--- config.mk ---
export PLATFORM = sky130hd
export DESIGN_NAME = sp_inst_issuer
export DESIGN_NICKNAME = d
export VERILOG_FILES = /design/src/rtl/sp_inst_issuer.sv
export SDC_FILE = /design/constraint.sdc
export NUM_CORES = 1
export LEC_CHECK = 0
export BUFFER_PORTS_ARGS = -buffer_cell sky130_fd_sc_hd__clkbuf_2
export CAP_MARGIN = 10
export CORE_MARGIN = 1.5
export CORE_UTILIZATION = 39
export DETAILED_ROUTE_END_ITERATION = 10
export GPL_TIMING_DRIVEN = 1
export PLACE_DENSITY = 0.61
export SETUP_SLACK_MARGIN = 0.1
export SLEW_MARGIN = 20
export SYNTH_ARGS = -nofsm -noshare
export SYNTH_HDL_FRONTEND = slang
export SYNTH_SLANG_ARGS = --single-unit
export TNS_END_PERCENT = 5
--- constraint.sdc ---
create_clock -name clk -period 3.3 [get_ports clk]
set_clock_uncertainty 0.15 [all_clocks]
set_input_delay 0.165 -clock clk [delete_from_list [all_inputs] [get_ports clk]]
set_output_delay 0.165 -clock clk [all_outputs]
set_load 0.05 [all_outputs]
--- src/rtl/sp_inst_issuer.sv ---
// rtl/sp_inst_issuer.sv - fetches INST_NUM words from ROM, issues one per two cycles, then waits for retirement
// Optional DRAIN watchdog enabled by defining SP_ISSUE_TIMEOUT_EN.
module sp_inst_issuer #(
    parameter int INST_NUM = 16,
    parameter int TIMEOUT  = 1000
) (
    input  logic        clk,
    input  logic        rst_n,
    input  logic        start,
    input  logic [31:0] inst_addr,
    input  logic        out_valid,
    input  logic [31:0] rom_dout,
    output logic [11:0] rom_addr,
    output logic        in_valid,
    output logic [31:0] inst,
    output logic        busy,
    output logic        done,
    output logic [15:0] retired_cnt,
    output logic        err
);

    typedef enum logic [2:0] {IDLE, FETCH, ISSUE, DRAIN, FIN} state_t;

    localparam logic [15:0] NUM = 16'(INST_NUM);

    state_t      state, state_nxt;
    logic [15:0] issued_cnt;
    logic [31:0] inst_q;
    logic        active;
    logic        retire_ok;
    logic        retire_full;
    logic        timeout_hit;

    logic unused_addr_bits;
    assign unused_addr_bits = ^{inst_addr[31:14], inst_addr[1:0]};

    assign active      = (state == FETCH) || (state == ISSUE) || (state == DRAIN);
    assign retire_ok   = active && out_valid && (retired_cnt != NUM);
    // a retirement landing in this same cycle is enough to complete the drain
    assign retire_full = (retired_cnt == NUM) || (retire_ok && (retired_cnt + 16'd1 == NUM));

`ifdef SP_ISSUE_TIMEOUT_EN
    logic [31:0] drain_tmr;
    assign timeout_hit = (state == DRAIN) && !out_valid && (drain_tmr == 32'(TIMEOUT - 1));

    always_ff @(posedge clk or negedge rst_n) begin
        if (!rst_n)
            drain_tmr <= '0;
        else if (state != DRAIN || out_valid)
            drain_tmr <= '0;
        else
            drain_tmr <= drain_tmr + 32'd1;
    end
`else
    assign timeout_hit = 1'b0;
`endif

    assign in_valid = (state == ISSUE);
    assign inst     = in_valid ? rom_dout : inst_q;
    assign busy     = (state != IDLE);
    assign done     = (state == FIN);

    always_comb begin
        state_nxt = state;
        case (state)
            IDLE:  if (start) state_nxt = FETCH;
            FETCH: state_nxt = ISSUE;
            ISSUE: state_nxt = (issued_cnt + 16'd1 == NUM) ? DRAIN : FETCH;
            DRAIN: if (retire_full || timeout_hit) state_nxt = FIN;
            FIN:   state_nxt = IDLE;
            default: state_nxt = IDLE;
        endcase
    end

    always_ff @(posedge clk or negedge rst_n) begin
        if (!rst_n) begin
            state       <= IDLE;
            issued_cnt  <= '0;
            retired_cnt <= '0;
            err         <= 1'b0;
            rom_addr    <= '0;
            inst_q      <= '0;
        end else begin
            state <= state_nxt;
            if (state == IDLE && start) begin
                issued_cnt  <= '0;
                retired_cnt <= '0;
                err         <= 1'b0;
            end
            if (state == FETCH)
                rom_addr <= inst_addr[13:2];
            if (state == ISSUE) begin
                issued_cnt <= issued_cnt + 16'd1;
                inst_q     <= rom_dout;
            end
            if (active && out_valid) begin
                if (retired_cnt == NUM)
                    err <= 1'b1;
                else
                    retired_cnt <= retired_cnt + 16'd1;
            end
            if (timeout_hit && !retire_full)
                err <= 1'b1;
        end
    end

endmodule

# [Word level (Yosys, flattened, before mapping)]
# Index checks and enable logic that the tools add are counted.
[word_totals] word_cells=42 in_bits=68 reg_bits=80 romBits=0 ram_bits=0 mem_count=0 latch_bits=0
[op_classes] eq_ne=10 shift=0 add_sub_neg=2 n_div=0 n_reduce_logical=11 multipliers=0 order_cmp=0 bitwise=0 n_mux=13
[ops] cell="2-to-1 mux 16 bit" count=5
[ops] cell="== test 16 x 5 -> 1 bit (second input constant)" count=3
[ops] cell="adder 16 x 1 -> 16 bit (second input constant)" count=2
[ops] cell="2-to-1 mux 32 bit" count=1
[ops] cell="!= test 16 x 5 -> 1 bit (second input constant)" count=1
[ops] cell="one-hot mux 3 bit (4 select lines)" count=1
[ops] cell="== test 3 x 2 -> 1 bit (second input constant)" count=2
[ops] cell="2-to-1 mux 3 bit" count=2
[ops] cell="logical AND 1 bit" count=4
[ops] cell="!= test 2 bit (second input constant)" count=2
[ops] cell="== test 3 x 1 -> 1 bit (second input constant)" count=1
[ops] cell="== test 3 bit (second input constant)" count=1
[ops] cell="logical NOT 3 bit" count=1
[ops] cell="logical OR 1 bit" count=3
[ops] cell="2-to-1 mux 1 bit" count=3
[ops] cell="nonzero test 3 bit" count=1
[ops] cell="2-to-1 mux 2 bit" count=1
[ops] cell="AND reduction 2 bit" count=1
[ops] cell="nonzero test 2 bit" count=1

# [Depth between registers and ports, before layout]
# Gate-level depths: netlist (run 1).
[logic_depth] word_depth=9 depth_mapped=9

# [Worst setup path before layout (run 1)]
# Ideal clock, no wire load.
[synth_timing] path_type="reg-to-reg" from="register retired_cnt[0]" to="register state[1]" period_less_slack_ns=2.607 stages_incl_launch_ff=9 setup_slack_ns=0.693 t_required_ns=3.019 arrival_time_ns=2.326 setup_time_ns=0.131 cell_sequence="dfrtp_1 > ha_1 > buf_2 > nand4bb_1 > nor4b_1 > mux2i_1 > nor4_4 > a311oi_1 > or3_1"
[synth_between] elab_chain_len=6 elab_cells_between_ends=9
[synth_rtl] item="from (decl)" line="18" rtl="output logic [15:0] retired_cnt,"
[synth_rtl] item="from (signal assigned)" line="100" rtl="retired_cnt <= retired_cnt + 16'd1;"
[synth_rtl] item="adder 16 x 1 -> 16 bit / != test 16 x 5 -> 1 bit (equally long branches)" line="40, 38"
[synth_rtl] item="== test 16 x 5 -> 1 bit / logical AND 1 bit (equally long branches)" line="40, 38"
[synth_rtl] item="logical AND 1 bit" line="40" rtl="assign retire_full = (retired_cnt == NUM) || (retire_ok && (retired_cnt + 16'd1 == NUM));"
[synth_rtl] item="logical OR 1 bit (*)" line="40"
[synth_rtl] item="!= test 2 bit (no line) (*)"
[synth_rtl] item="AND reduction 2 bit (no line) (*)"
[synth_rtl] item="to (signal assigned)" line="84" rtl="state <= state_nxt;"
[synth_rtl] item="to (decl)" line="26" rtl="state_t state, state_nxt;"
# Mark *: on every way between the ends. The rest lies on a longest branch, timed or not.
# A chain may end at the register's enable or synchronous reset.

# [Worst setup path in the final report (run 1)]
# Same ends and word-level chain as after synthesis.

==> run_results.csv, run 1 <==
group,metric,value,unit
outcome,status,"finished, final reports clean",
timing,setup_viol,0,
yosys,synth-simple-area-share,26.4,%
clock_network,root_buffer,"clkbuf_8",
timing,finalCritPeriodShare,80.0,%
clock_network,htree_num_levels,3,
layout,most-common-layout-cells,"nand2_1, clkbuf_2, dfrtp_1, dlygate4sd3_1, nor2_1",
routing,drc,0,
layout,area_delta_synth_final,33.3,%
floorplanning,start_util,40.3,%
power_and_ir_drop,irDropWorstVdd,0.000782,V
yosys,synth_edf_count,0,
clock_network,cts_tree,"built",
worst_setup_path,worstPathRequired,3.38,ns
floorplanning,die_area,11300,um^2
timing,tightestPinTransition,0.753,ns
timing,hold_viol,0,
timing,fmax,379,MHz
clock_network,post-cts-setup-buffers,0,
clock_network,cts_buffers,9,
yosys,ys_types,53,
floorplanning,io_pins,132,
yosys,avgSynthCellArea,9.05,um^2
timing,min_period,2.64,ns
placed_design,placed_area,4820,um^2
power_and_ir_drop,power_leakage,2.64,nW
global_route,antenna_found_initial,0,
layout,stdcell_count,745,
layout,fill_cells,956,
worst_setup_path,r2r_cells,7,
routing,ant_nets,0,
timing,timing.setup.tns,0,ns
routing,drt_iter0_markers,190,
yosys,ys_seq_elements,80,
global_route,track_usage,20.6,%
timing,max_slew_margin,49.8,%
global_route,grt_max_degree,81,
worst_setup_path,endpoint_kind,"register",
yosys,ys_seq_area_share,48.1,%
placed_design,pre_cts_ws,0.711,ns
layout,drive_gt1_share,25.9,%
clock_network,cts.repair.resized,0,
yosys,yosys_warnings,0,
floorplanning,fp.dieH,106,um
worst_setup_path,path_class,"register to register",
routing,drt-vias-per-instance,5.24,
global_route,grt_pass1_vias,3935,
power_and_ir_drop,power_density,1020,nW/um^2
layout,fin_area,5550,um^2
global_route,gr-total-overflow,0,
yosys,syn-num-nets,532,
routing,wirelength,10900,um
yosys,netlist_instances,460,
floorplanning,rows,37,
timing,slew_viol_final,0,
yosys,netlist_area,4160,um^2
layout,nets,676,
timing,layout_setup_ws,0.658,ns
floorplanning,core,10300,um^2
floorplanning,die_w,106,um
run,maxCapViolCount,0,
yosys,synth-xor-area-share,2.10,%
timing,rsz0062_at_grt,"no",
placed_design,placed_cells,682,
routing,wl_per_cell,14.6,um
layout,layout_commonest_cell,"nand2_1",
clock_network,clk_latency,0.35,ns
worst_setup_path,crit_fanout,10,
placed_design,place_congestion,0.805,
yosys,synth_top_family_by_area,"simple AND/OR/NAND/NOR gates",
clock_network,clk_path_buf_depth,2,
routing,drt_first_pass_iters,4,
yosys,synth_fa_ha_area_share,1.20,%
placed_design,dp.final_hpwl,6790,um
clock_network,cts.clk_slew.worst_paths,0.09,ns
worst_setup_path,cp-start-kind,"register",
worst_setup_path,cp.arrival,2.72,ns
clock_network,ctsHoldBuffers,47,
placed_design,placement.io_buffers,111,
yosys,synthMuxAreaShare,4.21,%
clock_network,clock-sinks,80,
yosys,synthArstFlopShare,100,%
global_route,grt_pass1_wl,18700,um
worst_hold_path,hp-class,"input port to async pin",
routing,num_vias,3902,
layout,diodes,0,
yosys,synth_compound_area_share,12.8,%
yosys,ys.flop_type,"dfrtp_1",
[state kept, by name, indices dropped and copies added (netlist names)]
register / flops
err: 1
inst_q: 32
issued_cnt: 16
retired_cnt: 16
rom_addr: 12
state: 3
[Yosys cell counts, types with 4 or more instances]
cell,number,share of area (%)
nand2_1,121,11
dfrtp_1,80,48
nor2_1,30,2.7
o21ai_0,27,3.2
o21ai_1,22,2.6
nand3_1,17,2.0
clkbuf_1,14,1.3
mux2_2,12,3.2
o31ai_1,11,2.0
a31oi_1,10,1.5
nand4_1,9,1.4
inv_1,8,0.72
a21oi_1,7,0.84
buf_2,7,0.84
buf_6,6,1.6
xnor2_1,6,1.3
nor3_1,5,0.60
ha_1,4,1.2
mux2i_1,4,0.96
nor4_1,4,0.60
or3_1,4,0.60
xor2_1,4,0.84
[per-stage QoR]
stage | hold slack [ns] | power, mW | util (%)
global route | 0.322 | 5.99 | 53.8
finish | 0.244 | 5.66 | 53.8
floorplan | -0.281 | 3.87 | -
global placement | 0.230 | 4.66 | 46.7
CTS | 0.332 | 5.68 | 53.7
detailed placement | 0.230 | 4.70 | 46.7
[critical path, cell delays in order (launching register included)]
cell and delay (ns):
dfrtp_1 0.53, ha_1 0.40, nand4bb_1 0.18, nor4b_1 0.29, mux2i_1 0.17, nor4_4 0.29, a311oi_1 0.15, or3_1 0.35
[final cells by class]
| cell class | instances | area (um^2) | area share (%) |
|---|---|---|---|
| clock buffers | 10 | 138 | 2.48 |
| clock inverters | 6 | 115 | 2.07 |
| inverters | 9 | 33.8 | 0.609 |
| multi-input cells | 341 | 1950 | 35.1 |
| flip-flops and latches | 80 | 2000 | 36.1 |
| well taps | 136 | 170 | 3.07 |
| repair buffers | 163 | 1140 | 20.6 |
[path summary, 6_finish.rpt]
check | slack (ns) | start | endpoint
min in group clk | 0.33 | inst_q[0]$_DFF_PN0_ | inst_q[0]$_DFF_PN0_
max reg2reg | 0.66 | retired_cnt[0]$_DFF_PN0_ | state[1]$_DFFE_PN0P_
max | 0.66 | retired_cnt[0]$_DFF_PN0_ | state[1]$_DFFE_PN0P_
min | 0.24 | rst_n | err$_DFF_PN0_
min reg2reg | 0.33 | inst_q[0]$_DFF_PN0_ | inst_q[0]$_DFF_PN0_
max in group asynchronous | 2.21 | rst_n | inst_q[1]$_DFF_PN0_
[logic make-up (layout without fill, tap and decap cells)]
kind of cell               count (synthesis)  in the layout
DFF                                       80             80
xor gates and xnor gates                  10             10
adders and majority gates                  4              4
muxes                                     16             16
AOI/OAI and AO/OA                         90             90
and+or+nand+nor                          221            221
buffers and inverters                     39            188
[layer usage]
layer,vias to the layer above,wire length [um],global-route usage (%)
li1,1890,-,-
met4,0,126,7.34
met5,-,0,0
met2,143,5110,32.4
met1,1856,4800,26.9
met3,13,821,6.32
[where the power goes]
part | internal, mW | switching (mW) | total (mW)
Sequential | 1.31 | 0.226 | 1.54
Clock | 0.528 | 0.387 | 0.915
Combinational | 0.851 | 2.35 | 3.20
Note: power is estimated with default switching activity, not from simulation.
==> inputs of run 2 (changes only) <==
- PLACE_DENSITY: 0.61 -> 0.63
- clock period: 3.3 -> 2.2 ns (I/O delays scaled with it)
==> run_results.csv, run 2 (synthesis results as in run 1) <==
group,metric,value,unit
power_and_ir_drop,power_leakage,2.86,nW
global_route,gr-total-overflow,0,
power_and_ir_drop,switching_share,52.5,%
worst_setup_path,worst-path-buf-inv,1,
clock_network,cts_buffers,9,
timing,rsz0062_at_grt,"yes",
power_and_ir_drop,p_clk_share,12.3,%
clock_network,cts_tree,"built",
global_route,busiest_layer,"met2",
global_route,met2_usage,35.3,%
placed_design,pre_cts_ws,0.00139,ns
power_and_ir_drop,power_density,1440,nW/um^2
worst_setup_path,crit_fanout,7,
placed_design,place_congestion,0.834,
worst_setup_path,crit_path_cell_trace,"inv_2, nor4_4, mux2i_1, nor4_4, a311oi_1, or3_1",
worst_setup_path,worstPathRequired,2.27,ns
layout,regArea,2010,um^2
placed_design,placed_area,5060,um^2
power_and_ir_drop,p_total,8.62,mW
power_and_ir_drop,irDropWorstVdd,0.00135,V
power_and_ir_drop,internal_power,4.10,mW
clock_network,clk_path_buf_depth,2,
placed_design,dp.final_hpwl,7030,um
layout,nets,714,
worst_hold_path,hp-class,"input port to async pin",
timing,layout_setup_ws,0.0324,ns
worst_setup_path,rr_startpoint,"retired_cnt[4]$_DFF_PN0_",
worst_setup_path,cp_common_cell,"nor4_4",
global_route,met3_usage,4.84,%
global_route,antenna_found_initial,0,
timing,fmax,461,MHz
routing,wl_per_cell,14.5,um
timing,slew_viol_final,0,
placed_design,placement.io_buffers,111,
timing,finalCritPeriodShare,98.5,%
worst_setup_path,cp-start-kind,"register",
routing,wirelength,11400,um
routing,num_vias,4050,
worst_setup_path,critPathTopFamily,"simple AND/OR/NAND/NOR gates",
global_route,grt_max_degree,49,
floorplanning,core,10300,um^2
clock_network,cts.clk_slew.worst_paths,0.08,ns
outcome,status,"finished, final reports clean",
routing,drc,0,
layout,multi_input_area,2070,um^2
layout,largest_register,"inst_q",
clock_network,clk_latency,0.35,ns
timing,hold_viol,0,
layout,diodes,0,
global_route,track_usage,20.6,%
floorplanning,die_w,106,um
routing,drt_first_pass_iters,5,
clock_network,htree_num_levels,3,
worst_setup_path,cp_slowest_cell,"dfrtp_1",
power_and_ir_drop,p_seq_share,26.0,%
power_and_ir_drop,p_comb_share,61.7,%
routing,drt-vias-per-instance,5.17,
worst_setup_path,crit_start,"retired_cnt[4]$_DFF_PN0_",
global_route,grt_util_met1,25.5,%
floorplanning,start_util,40.3,%
floorplanning,io_pins,132,
worst_setup_path,cp.arrival,2.24,ns
layout,fill_cells,871,
worst_setup_path,path_class,"register to register",
routing,ant_nets,0,
floorplanning,die_area,11300,um^2
power_and_ir_drop,p_sw,4.53,mW
worst_setup_path,endpoint_kind,"register",
layout,fin_area,5990,um^2
global_route,grt_pass1_vias,4068,
run,maxCapViolCount,0,
layout,layout_commonest_cell,"nand2_1",
timing,setup_viol,0,
timing,tightestPinTransition,0.598,ns
timing,min_period,2.17,ns
layout,top_regs,"inst_q x32, issued_cnt x16, retired_cnt x16",
layout,largest_reg_flops,32,
clock_network,clock-sinks,80,
timing,max_slew_margin,60.1,%
layout,most-common-layout-cells,"nand2_1, clkbuf_2, dfrtp_1, buf_4, dlygate4sd3_1",
layout,final_util,58.0,%
floorplanning,fp.dieH,106,um
layout,drive_gt1_share,34.2,%
routing,drt_iter0_markers,186,
global_route,grt_pass1_wl,18800,um
worst_setup_path,slowest_delay,0.50,ns
floorplanning,rows,37,
layout,area_delta_synth_final,44.0,%
clock_network,root_buffer,"clkbuf_8",
timing,timing.setup.tns,0,ns
-- run 2: repair_timing --
action                     in CTS  in global routing
setup endpoints to repair      46                 51
hold endpoints to repair       87                  0
pin swaps                       2                  6
gates resized for setup        17                 93
setup buffers                   7                  0
hold buffers                   47                  0
-- run 2: cell type report --
| type | instances | share of cell area (%) |
|---|---|---|
| multi-input combinational | 341 | 34.5 |
| tap | 136 | 2.84 |
| sequential | 80 | 33.5 |
| clock inverter | 5 | 0.961 |
| inverter | 9 | 0.564 |
| timing repair buffer | 201 | 25.4 |
| clock buffer | 11 | 2.19 |
-- run 2: path summary, 6_finish.rpt --
path / to / slack, ns / cells past startpoint
worst max-delay path: state[1]$_DFFE_PN0P_ / 0.03 / 6
worst min-delay path: retired_cnt[2]$_DFF_PN0_ / 0.15 / 2
worst max register to register: state[1]$_DFFE_PN0P_ / 0.03 / 6
worst min register to register: inst_q[9]$_DFF_PN0_ / 0.33 / 2
max in group asynchronous: inst_q[25]$_DFF_PN0_ / 1.13 / 3
min in group clk: inst_q[9]$_DFF_PN0_ / 0.33 / 2
-- run 2: power by group through the flow --
stage | clock, mW | sequential [mW] | combinational, mW
final | 1.06 | 2.24 | 5.32
after floorplan | 0 | 2.75 | 3.07
after detailed placement | 0 | 2.25 | 4.86
after CTS | 1.09 | 2.23 | 5.00
after global placement | 0 | 2.22 | 4.81
after global routing | 1.15 | 2.31 | 5.65
-- run 2: stage by stage --
step                      hold slack [ns]  instances
after floorplan                    -0.336        460
after global placement            0.00751        713
after detailed placement           0.0101        713
after CTS                           0.167        783
after global routing                0.201        783
final                               0.153        783
-- run 2: layer usage --
metal / wire length, um / part of all wire (%) / vias up
met5: 0 / 0 / -
met4: 129 / 1.1 / 0
met3: 628 / 5.5 / 13
met2: 5690 / 50 / 134
met1: 4920 / 43 / 1940
li1: - / - / 1963
-- run 2: worst register-to-register path, stage by stage, from the launching register on --
cell and delay, ns:
dfrtp_1 0.50, inv_2 0.16, nor4_4 0.36, mux2i_1 0.17, nor4_4 0.21, a311oi_1 0.14, or3_1 0.35
==> inputs of run 3 (changes only) <==
- CORE_UTILIZATION: 39 -> 35
- PLACE_DENSITY: 0.63 -> 0.58
==> run_results.csv, run 3 (synthesis results as in run 1) <==
group,metric,value,unit
layout,largest_reg_flops,32,
timing,min_period,2.16,ns
layout,drive_gt1_share,34.5,%
global_route,grt_pass1_vias,3952,
worst_setup_path,crit_fanout,7,
timing,rsz0062_at_grt,"yes",
clock_network,clk_path_buf_depth,2,
floorplanning,fp.dieH,112,um
layout,nets,710,
timing,hold_viol,0,
placed_design,placement.io_buffers,111,
layout,top_regs,"inst_q x32, issued_cnt x16, retired_cnt x16",
power_and_ir_drop,irDropWorstVdd,0.00109,V
routing,drc,10,
timing,slew_viol_final,0,
clock_network,cts.clk_slew.worst_paths,0.06,ns
layout,fin_area,6090,um^2
worst_setup_path,cp-start-kind,"register",
global_route,grt_max_degree,70,
clock_network,cts_tree,"built",
layout,largest_register,"inst_q",
clock_network,clk_latency,0.34,ns
worst_setup_path,path_class,"register to register",
power_and_ir_drop,power_leakage,2.90,nW
clock_network,root_buffer,"clkbuf_16",
clock_network,clock-sinks,80,
floorplanning,core,11500,um^2
routing,drt_first_pass_iters,7,
routing,drt_iter0_markers,300,
timing,finalCritPeriodShare,98.1,%
worst_setup_path,endpoint_kind,"register",
routing,num_vias,4002,
global_route,grt_pass1_wl,19100,um
outcome,status,"complete, but fails checks",
timing,max_slew_margin,74.9,%
worst_setup_path,slowest_delay,0.44,ns
outcome,failed_checks,"DRC",
layout,area_delta_synth_final,46.4,%
routing,wl_per_cell,14.7,um
worst_setup_path,cp_slowest_cell,"dfrtp_2",
layout,most-common-layout-cells,"nand2_1, clkbuf_2, dfrtp_1, dlygate4sd3_1, buf_4",
placed_design,placed_area,5100,um^2
global_route,track_usage,18.9,%
routing,drt-vias-per-instance,5.09,
worst_hold_path,hp-class,"input port to async pin",
layout,fill_cells,1044,
timing,tightestPinTransition,0.376,ns
routing,ant_nets,0,
worst_setup_path,cp.arrival,2.22,ns
worst_setup_path,crit_path_cell_trace,"buf_4, and4_1, a211oi_2, a31oi_2, nor4_4, a311oi_1, or3_1",
layout,layout_commonest_cell,"nand2_1",
power_and_ir_drop,power_density,1460,nW/um^2
routing,wirelength,11500,um
worst_setup_path,worstPathRequired,2.26,ns
timing,fmax,464,MHz
floorplanning,die_w,112,um
clock_network,cts_buffers,9,
layout,final_util,52.9,%
timing,setup_viol,0,
run,maxCapViolCount,0,
power_and_ir_drop,p_total,8.92,mW
layout,diodes,0,
floorplanning,start_util,36.1,%
placed_design,dp.final_hpwl,7210,um
global_route,gr-total-overflow,0,
global_route,antenna_found_initial,0,
clock_network,htree_num_levels,3,
floorplanning,die_area,12600,um^2
floorplanning,rows,39,
placed_design,place_congestion,0.863,
floorplanning,io_pins,132,
==> run 3: cell count changes in the layout (fill, tap and decap cells not counted), sizes merged <==
cell / previous run / this run
buf: 60 / 52
bufinv: 1 / 0
clkbuf: 105 / 110
clkinvlp: 3 / 2
inv: 9 / 10
==> run 3: layout make-up <==
type	instances	area (um^2)	area share, %
multi-input combinational	341	2120	34.8
sequential	80	2010	33.0
timing repair buffer	197	1480	24.2
clock buffer	12	246	4.05
tap	143	179	2.94
inverter	9	33.8	0.555
clock inverter	4	28.8	0.472
==> run 3: layer usage <==
metal	vias to the layer above	routed length [um]	GRT usage, %
li1	1956	-	-
met1	1910	5090	23.6
met2	120	5600	31.6
met3	16	650	5.40
met4	0	195	6.67
met5	-	0	0
==> run 3: worst max-delay path: cells and delay by family, from the launching register on <==
kind	cells	cell delay, ns
compound gates	3	0.43
buf+inv	1	0.17
flops	1	0.44
simple gates	3	0.84
==> run 3: power by group <==
group	total [mW]	leakage [nW]	switching (mW)	internal (mW)
clock network	1.40	0.129	0.603	0.798
registers	2.26	1.01	0.283	1.98
logic	5.26	1.76	3.69	1.57
total	8.92	2.90	4.57	4.34
==> run 3: path summary, 6_finish.rpt <==
kind / startpoint / cells past startpoint / slack (ns) / endpoint
max in group asynchronous: rst_n / 3 / 1.26 / inst_q[24]$_DFF_PN0_
setup / recovery: retired_cnt[0]$_DFF_PN0_ / 7 / 0.04 / state[1]$_DFFE_PN0P_
min in group clk: inst_q[16]$_DFF_PN0_ / 2 / 0.32 / inst_q[16]$_DFF_PN0_
setup reg to reg: retired_cnt[0]$_DFF_PN0_ / 7 / 0.04 / state[1]$_DFFE_PN0P_
hold reg to reg: inst_q[16]$_DFF_PN0_ / 2 / 0.32 / inst_q[16]$_DFF_PN0_
hold / removal: rst_n / 2 / 0.02 / retired_cnt[9]$_DFF_PN0_
==> run 3: metrics by stage <==
step / hold WS, ns / setup TNS, ns / setup slack (ns) / cells
6_report: 0.0202 / 0 / 0.0426 / 786
5_1_grt: 0.0262 / -0.0705 / -0.0482 / 786
4_1_cts: 0.00915 / 0 / 0.00864 / 785
3_5_place_dp: -0.166 / -0.132 / -0.0686 / 722
3_3_place_gp: -0.168 / -0.000474 / -0.000474 / 722
2_1_floorplan: -0.336 / -2.10 / -0.182 / 460
==> run 3: timing repair <==
action	4_1_cts	5_1_grt
pin swaps	2	4
hold endpoints to repair	125	0
hold buffers	47	0
setup endpoints to repair	16	52
setup buffers	0	1
resized for setup	17	76
